[src/rtl/axi2apb_pkg.sv]
// axi2apb type package: AXI4-Lite / APB request and response structs,
// bridge FSM state type and AXI response codes.
package axi2apb;

   localparam int unsigned AddrWidth = 32;
   localparam int unsigned DataWidth = 32;
   localparam int unsigned StrbWidth = DataWidth / 8;

   localparam logic [1:0] RESP_OKAY   = 2'b00;
   localparam logic [1:0] RESP_SLVERR = 2'b10;

   typedef enum logic [1:0] {
      IDLE,
      SETUP,
      ACCESS,
      RESP
   } state_e;

   typedef struct packed {
      logic [AddrWidth-1:0] aw_addr;
      logic [2:0]           aw_prot;
      logic                 aw_valid;
      logic [DataWidth-1:0] w_data;
      logic [StrbWidth-1:0] w_strb;
      logic                 w_valid;
      logic                 b_ready;
      logic [AddrWidth-1:0] ar_addr;
      logic [2:0]           ar_prot;
      logic                 ar_valid;
      logic                 r_ready;
   } axi_req_t;

   typedef struct packed {
      logic                 aw_ready;
      logic                 w_ready;
      logic [1:0]           b_resp;
      logic                 b_valid;
      logic                 ar_ready;
      logic [DataWidth-1:0] r_data;
      logic [1:0]           r_resp;
      logic                 r_valid;
   } axi_resp_t;

   typedef struct packed {
      logic [AddrWidth-1:0] paddr;
      logic [2:0]           pprot;
      logic                 penable;
      logic                 pwrite;
      logic [DataWidth-1:0] pwdata;
      logic [StrbWidth-1:0] pstrb;
   } apb_req_t;

   typedef struct packed {
      logic                 pready;
      logic [DataWidth-1:0] prdata;
      logic                 pslverr;
   } apb_resp_t;

endpackage

[src/rtl/axi2apb_bridge.sv]
// AXI4-Lite to APB bridge for a single APB slave. One transfer in flight,
// round-robin between reads and writes on simultaneous requests.
// Optional ACCESS-phase timeout enabled by defining AXI2APB_TIMEOUT_EN.
module axi2apb_bridge
   import axi2apb::*;
#(
   parameter int unsigned TimeoutCycles = 16
) (
   input  logic      clk_i,
   input  logic      rst_i,
   input  axi_req_t  axi_req_i,
   output axi_resp_t axi_resp_o,
   output apb_req_t  apb_req_o,
   output logic      apb_psel_o,
   input  apb_resp_t apb_resp_i
);

   state_e               state_q, state_d;
   logic                 rr_last_write_q, rr_last_write_d;
   logic                 psel_q, psel_d;
   logic                 penable_q, penable_d;
   logic                 pwrite_q, pwrite_d;
   logic [AddrWidth-1:0] paddr_q, paddr_d;
   logic [2:0]           pprot_q, pprot_d;
   logic [DataWidth-1:0] pwdata_q, pwdata_d;
   logic [StrbWidth-1:0] pstrb_q, pstrb_d;
   logic                 b_valid_q, b_valid_d;
   logic                 r_valid_q, r_valid_d;
   logic                 slverr_q, slverr_d;
   logic [DataWidth-1:0] rdata_q, rdata_d;

   logic                 wr_req, rd_req;
   logic                 grant_wr, grant_rd;

`ifdef AXI2APB_TIMEOUT_EN
   localparam int unsigned CntW = $clog2(TimeoutCycles + 1);
   logic [CntW-1:0]      cnt_q, cnt_d;
`else
   // TimeoutCycles has no effect without the timeout counter.
   logic                 unused_timeout_param;
   assign unused_timeout_param = (TimeoutCycles == 0);
`endif

   // A write needs both AW and W; a lone channel is not a request.
   assign wr_req = axi_req_i.aw_valid && axi_req_i.w_valid;
   assign rd_req = axi_req_i.ar_valid;

   // Next-state, arbitration and payload capture.
   always_comb begin
      state_d         = state_q;
      rr_last_write_d = rr_last_write_q;
      psel_d          = psel_q;
      penable_d       = penable_q;
      pwrite_d        = pwrite_q;
      paddr_d         = paddr_q;
      pprot_d         = pprot_q;
      pwdata_d        = pwdata_q;
      pstrb_d         = pstrb_q;
      b_valid_d       = b_valid_q;
      r_valid_d       = r_valid_q;
      slverr_d        = slverr_q;
      rdata_d         = rdata_q;
      grant_wr        = 1'b0;
      grant_rd        = 1'b0;
`ifdef AXI2APB_TIMEOUT_EN
      cnt_d           = cnt_q;
`endif
      case (state_q)
         IDLE: begin
            // On a tie the write wins only if the last grant was a read.
            if (wr_req && !(rd_req && rr_last_write_q)) begin
               grant_wr = 1'b1;
            end else if (rd_req) begin
               grant_rd = 1'b1;
            end
            if (grant_wr || grant_rd) begin
               state_d         = SETUP;
               psel_d          = 1'b1;
               penable_d       = 1'b0;
               rr_last_write_d = grant_wr;
               pwrite_d        = grant_wr;
               paddr_d         = grant_wr ? axi_req_i.aw_addr : axi_req_i.ar_addr;
               pprot_d         = grant_wr ? axi_req_i.aw_prot : axi_req_i.ar_prot;
               pwdata_d        = grant_wr ? axi_req_i.w_data : '0;
               pstrb_d         = grant_wr ? axi_req_i.w_strb : '0;
               slverr_d        = 1'b0;
`ifdef AXI2APB_TIMEOUT_EN
               cnt_d           = '0;
`endif
            end
         end
         SETUP: begin
            state_d   = ACCESS;
            penable_d = 1'b1;
         end
         ACCESS: begin
            if (apb_resp_i.pready) begin
               state_d   = RESP;
               psel_d    = 1'b0;
               penable_d = 1'b0;
               slverr_d  = apb_resp_i.pslverr;
               b_valid_d = pwrite_q;
               r_valid_d = !pwrite_q;
               if (!pwrite_q) begin
                  rdata_d = apb_resp_i.prdata;
               end
            end
`ifdef AXI2APB_TIMEOUT_EN
            // This cycle is the TimeoutCycles-th without pready.
            else if (cnt_q == CntW'(TimeoutCycles - 1)) begin
               state_d   = RESP;
               psel_d    = 1'b0;
               penable_d = 1'b0;
               slverr_d  = 1'b1;
               b_valid_d = pwrite_q;
               r_valid_d = !pwrite_q;
               rdata_d   = '0;
            end else begin
               cnt_d = cnt_q + 1'b1;
            end
`endif
         end
         RESP: begin
            if ((b_valid_q && axi_req_i.b_ready) || (r_valid_q && axi_req_i.r_ready)) begin
               state_d   = IDLE;
               b_valid_d = 1'b0;
               r_valid_d = 1'b0;
            end
         end
         default: state_d = IDLE;
      endcase
   end

   // State and registered outputs.
   always_ff @(posedge clk_i or posedge rst_i) begin
      if (rst_i) begin
         state_q         <= IDLE;
         rr_last_write_q <= 1'b1;
         psel_q          <= 1'b0;
         penable_q       <= 1'b0;
         pwrite_q        <= 1'b0;
         paddr_q         <= '0;
         pprot_q         <= '0;
         pwdata_q        <= '0;
         pstrb_q         <= '0;
         b_valid_q       <= 1'b0;
         r_valid_q       <= 1'b0;
         slverr_q        <= 1'b0;
         rdata_q         <= '0;
`ifdef AXI2APB_TIMEOUT_EN
         cnt_q           <= '0;
`endif
      end else begin
         state_q         <= state_d;
         rr_last_write_q <= rr_last_write_d;
         psel_q          <= psel_d;
         penable_q       <= penable_d;
         pwrite_q        <= pwrite_d;
         paddr_q         <= paddr_d;
         pprot_q         <= pprot_d;
         pwdata_q        <= pwdata_d;
         pstrb_q         <= pstrb_d;
         b_valid_q       <= b_valid_d;
         r_valid_q       <= r_valid_d;
         slverr_q        <= slverr_d;
         rdata_q         <= rdata_d;
`ifdef AXI2APB_TIMEOUT_EN
         cnt_q           <= cnt_d;
`endif
      end
   end

   // AXI response; readies are the IDLE-state grant, everything else registered.
   always_comb begin
      axi_resp_o          = '0;
      axi_resp_o.aw_ready = grant_wr;
      axi_resp_o.w_ready  = grant_wr;
      axi_resp_o.ar_ready = grant_rd;
      axi_resp_o.b_valid  = b_valid_q;
      axi_resp_o.b_resp   = slverr_q ? RESP_SLVERR : RESP_OKAY;
      axi_resp_o.r_valid  = r_valid_q;
      axi_resp_o.r_resp   = slverr_q ? RESP_SLVERR : RESP_OKAY;
      axi_resp_o.r_data   = rdata_q;
   end

   // APB request fields straight from the payload registers.
   always_comb begin
      apb_req_o         = '0;
      apb_req_o.paddr   = paddr_q;
      apb_req_o.pprot   = pprot_q;
      apb_req_o.penable = penable_q;
      apb_req_o.pwrite  = pwrite_q;
      apb_req_o.pwdata  = pwdata_q;
      apb_req_o.pstrb   = pstrb_q;
   end

   assign apb_psel_o = psel_q;

endmodule
[config.mk]
export PLATFORM = sky130hd
export DESIGN_NAME = axi2apb_bridge
export DESIGN_NICKNAME = d
export VERILOG_FILES = /design/src/rtl/axi2apb_pkg.sv /design/src/rtl/axi2apb_bridge.sv
export SDC_FILE = /design/constraint.sdc
export NUM_CORES = 1
export LEC_CHECK = 0
export CORE_MARGIN = 2
export CORE_UTILIZATION = 35
export DETAILED_ROUTE_END_ITERATION = 8
export PLACE_DENSITY = 0.74
export SLEW_MARGIN = 20
export SYNTH_ARGS = -nofsm -noshare
export SYNTH_HDL_FRONTEND = slang
export SYNTH_SLANG_ARGS = --single-unit
[constraint.sdc]
create_clock -name clk_i -period 4.5 [get_ports clk_i]
set_input_delay 0.9 -clock clk_i [delete_from_list [all_inputs] [get_ports clk_i]]
set_output_delay 0.9 -clock clk_i [all_outputs]
set_load 0.02 [all_outputs]
==> run summary <==
## Global routing
* **maximum number of pins on one net before global-route repair** 110
* **number of global-route vias before repair** 3,804
* **gr ovfl total** 0
* **global-route usage over all layers** 16.91%
* **initial antenna violation count** 0
* **wire length of the first global-routing pass** 19,050 um

## Hold path
* **worst min-delay path class** reg -> reg

## Die
* **total I/O pin count** 262
* **std cell rows** 42
* **die width** 119.8 um
* **Initial Utilization** 35.70%
* **Die Outline Area** 0.01434 mm2
* **core region area** 0.01314 mm2
* **Die Y-Extent** 119.8 um

## Clock tree
* **Num CTS Buffers** 9
* **post-CTS resize count** 0
* **CTS tree** built
* **Worst-path clk slew** 60 ps
* **number of sinks on the clock net** 112
* **number of buffers added for setup after CTS** 0
* **CTS Root Buffer Type** clkbuf_16
* **later-pin clock latency in the skew report** 340 ps
* **worst-case clock buffer depth** 2
* **depth of the CTS H-tree** 3
* **Post-CTS Hold Fix Bufs** 0

## Power and ir drop
* **Seq pwr share** 35.1%
* **combinational cell fraction of total power** 48.6%
* **portion of total power attributed to the clock network** 16.3%
* **Pwr per Cell Area** 624.0 mW/mm2
* **Leakage Power** 3.423 nW
* **reported net switching power** 1.723 mW
* **maximum vdd drop** 0.2741 mV
* **post-layout total power** 4.747 mW
* **proportion of total power due to net switching** 36.29%
* **Int Pwr** 3.024 mW

## Finish
* **count of filler cells inserted in the layout** 1,115
* **flip-flop and latch area** 0.002804 mm2
* **post-route standard cell area excluding fillers** 0.007607 mm2
* **fraction of final layout cells sized beyond drive strength 1** 5.090%
* **multi-input combinational cell area** 0.001628 mm2
* **total inserted antenna cells** 0
* **post-route insts no fill** 785
* **final core utilization** 57.90%
* **nets@finish** 756
* **synthesis-to-layout area growth** 62.22%

## Synthesis
* **cell accounting for the most synthesized area** dfrtp_1
* **Area contributors post-synth** dfrtp_1, mux2i_1, mux2_1, a22o_1, nand2_1
* **netlist area before placement** 0.004689 mm2
* **most used flip-flop cell after synthesis** dfrtp_1
* **EDFF count, synth** 0
* **asr flop ratio synth** 100.0%
* **synth warn** 0
* **number of flip-flops and latches in the synthesized netlist** 112
* **average cell area after synthesis** 12.92 um2
* **number of unique standard cell types used by synthesis** 31
* **share of Yosys cell area claimed by the top area cell type** 59.23%
* **commonest cells in the netlist** dfrtp_1, nand2_1, a22o_1
* **library cell with the highest instance count after synthesis** dfrtp_1
* **portion of the post-synthesis area used by sequential elements** 59.79%
* **number of cells produced by synthesis** 363

## Drt
* **Detailed Route Iter0 Violations** 148
* **Routed WL** 12,180 um
* **antenna-violating nets left** 0
* **number of search-and-repair iterations in the first detailed-routing pass** 4
* **vias per cell** 4.628
* **via count** 3,633
* **remaining design rule violation count** 0
* **DR WL/cell** 15.51 um

## Worst setup path
* **required time worst endpoint** 3600 ps
* **Worst Path Class, Setup** in -> out
* **category of the worst setup path launch point** primary input
* **worst-path maximum fanout** 12
* **element type at the critical path end** primary output
* **critical path data arrival time** 2560 ps

## Placed design
* **instance area at placement** 0.007311 mm2
* **placer's final routability congestion estimate** 0.7577
* **Cell Count Post-Placement** 769
* **Detailed Place HPWL** 9284 um
* **number of port buffers** 259

## STA
* **Final setup viols** 0
* **measured slew at the worst slew-check pin** 1024 ps
* **maximum clock frequency** 288.8 MHz
* **final period utilization** 76.94%
* **setup TNS after final layout** 0 ps
* **post-layout minimum cycle time** 3462 ps
* **max-slew violation count** 0
* **worst clock skew** 6.799 ps
* **final hold violations** 0
* **Max-Slew Margin vs Limit** 31.71%
* **unrepaired setup endpoints after global routing** false

## Run status
* **run status** finished, final reports clean

## Job
* **number of max-cap violations** 0

[worst max-delay path: stages]
cell             delay (ps)
clkdlybuf4s50_1         460
nand2_1                 100
nand3_2                 130
nor2_4                  290
clkdlybuf4s50_1         680
[metrics by stage]
stage	hold slack, ps	setup slack (ps)
floorplan	465.5	642.7
global placement	459.7	1109
detailed placement	471.6	1008
CTS	486.2	1004
global route	504.1	936.7
finish	476.4	1038
[worst paths after layout]
kind                       cells past startpoint  slack (ps)          from         endpoint
max                                            5        1040  axi_req_i[1]   axi_resp_o[39]
min                                            2         480   paddr_q[29]      paddr_q[29]
max reg2reg                                    4        2410    state_q[0]     pwdata_q[11]
min reg2reg                                    2         480   paddr_q[29]      paddr_q[29]
max in group asynchronous                      3        2460         rst_i  rr_last_write_q
min in group asynchronous                      2        1130         rst_i      paddr_q[12]
[metal layers]
layer	global-route usage [%]	wire [um]	up-vias
met5	0	0	-
met2	28.50	5849	165
met1	20.55	5078	1692
met3	4.895	983	18
li1	-	-	1758
met4	6.324	266	0
[cell families after synthesis]
kind of cell               Yosys count  synth area share [%]
AOI/OAI and AO/OA                   86                 12.78
adders and majority gates            5                 1.334
buffers and inverters               42                 5.950
DFF                                112                 59.79
muxes                               70                 15.93
other                                1               0.07997
and+or+nand+nor                     47                 4.136
[power groups by stage]
stage,Sequential [mW],Combinational (mW),Clock (mW)
2_1_floorplan,2.13,0.791,0
3_3_place_gp,1.66,2.29,0
3_5_place_dp,1.69,2.34,0
4_1_cts,1.67,2.34,0.802
5_1_grt,1.72,2.47,0.840
6_report,1.67,2.31,0.774
[layout make-up]
cell class / count / share of cell area [%]
Multi-Input combinational cell: 210 / 21.40
Timing Repair Buffer: 264 / 34.57
Inverter: 7 / 0.3783
Sequential cell: 112 / 36.86
Clock buffer: 14 / 3.734
Tap cell: 176 / 2.895
Clock inverter: 2 / 0.1645
[layout by cell type (no fill, tap or decap), drive strengths merged]
cell	n
a21boi	1
a21o	2
a21oi	2
a22o	38
a22oi	1
a32o	1
and3	1
buf	5
clkbuf	14
clkdlybuf4s50	259
clkinv	1
clkinvlp	1
conb	2
dfrtp	111
dfstp	1
ha	5
inv	7
mux2	34
mux2i	36
nand2	39
nand2b	2
nand3	1
nand3b	1
nor2	2
nor2b	1
o21ai	38
o22ai	3
[registers in the layout, indices dropped and copies added (netlist names), 2 cells and up]
signal,flops
paddr_q,32
pprot_q,3
pstrb_q,4
pwdata_q,32
rdata_q,32
state_q,2
No activity file was read; power rests on OpenSTA's default activity.
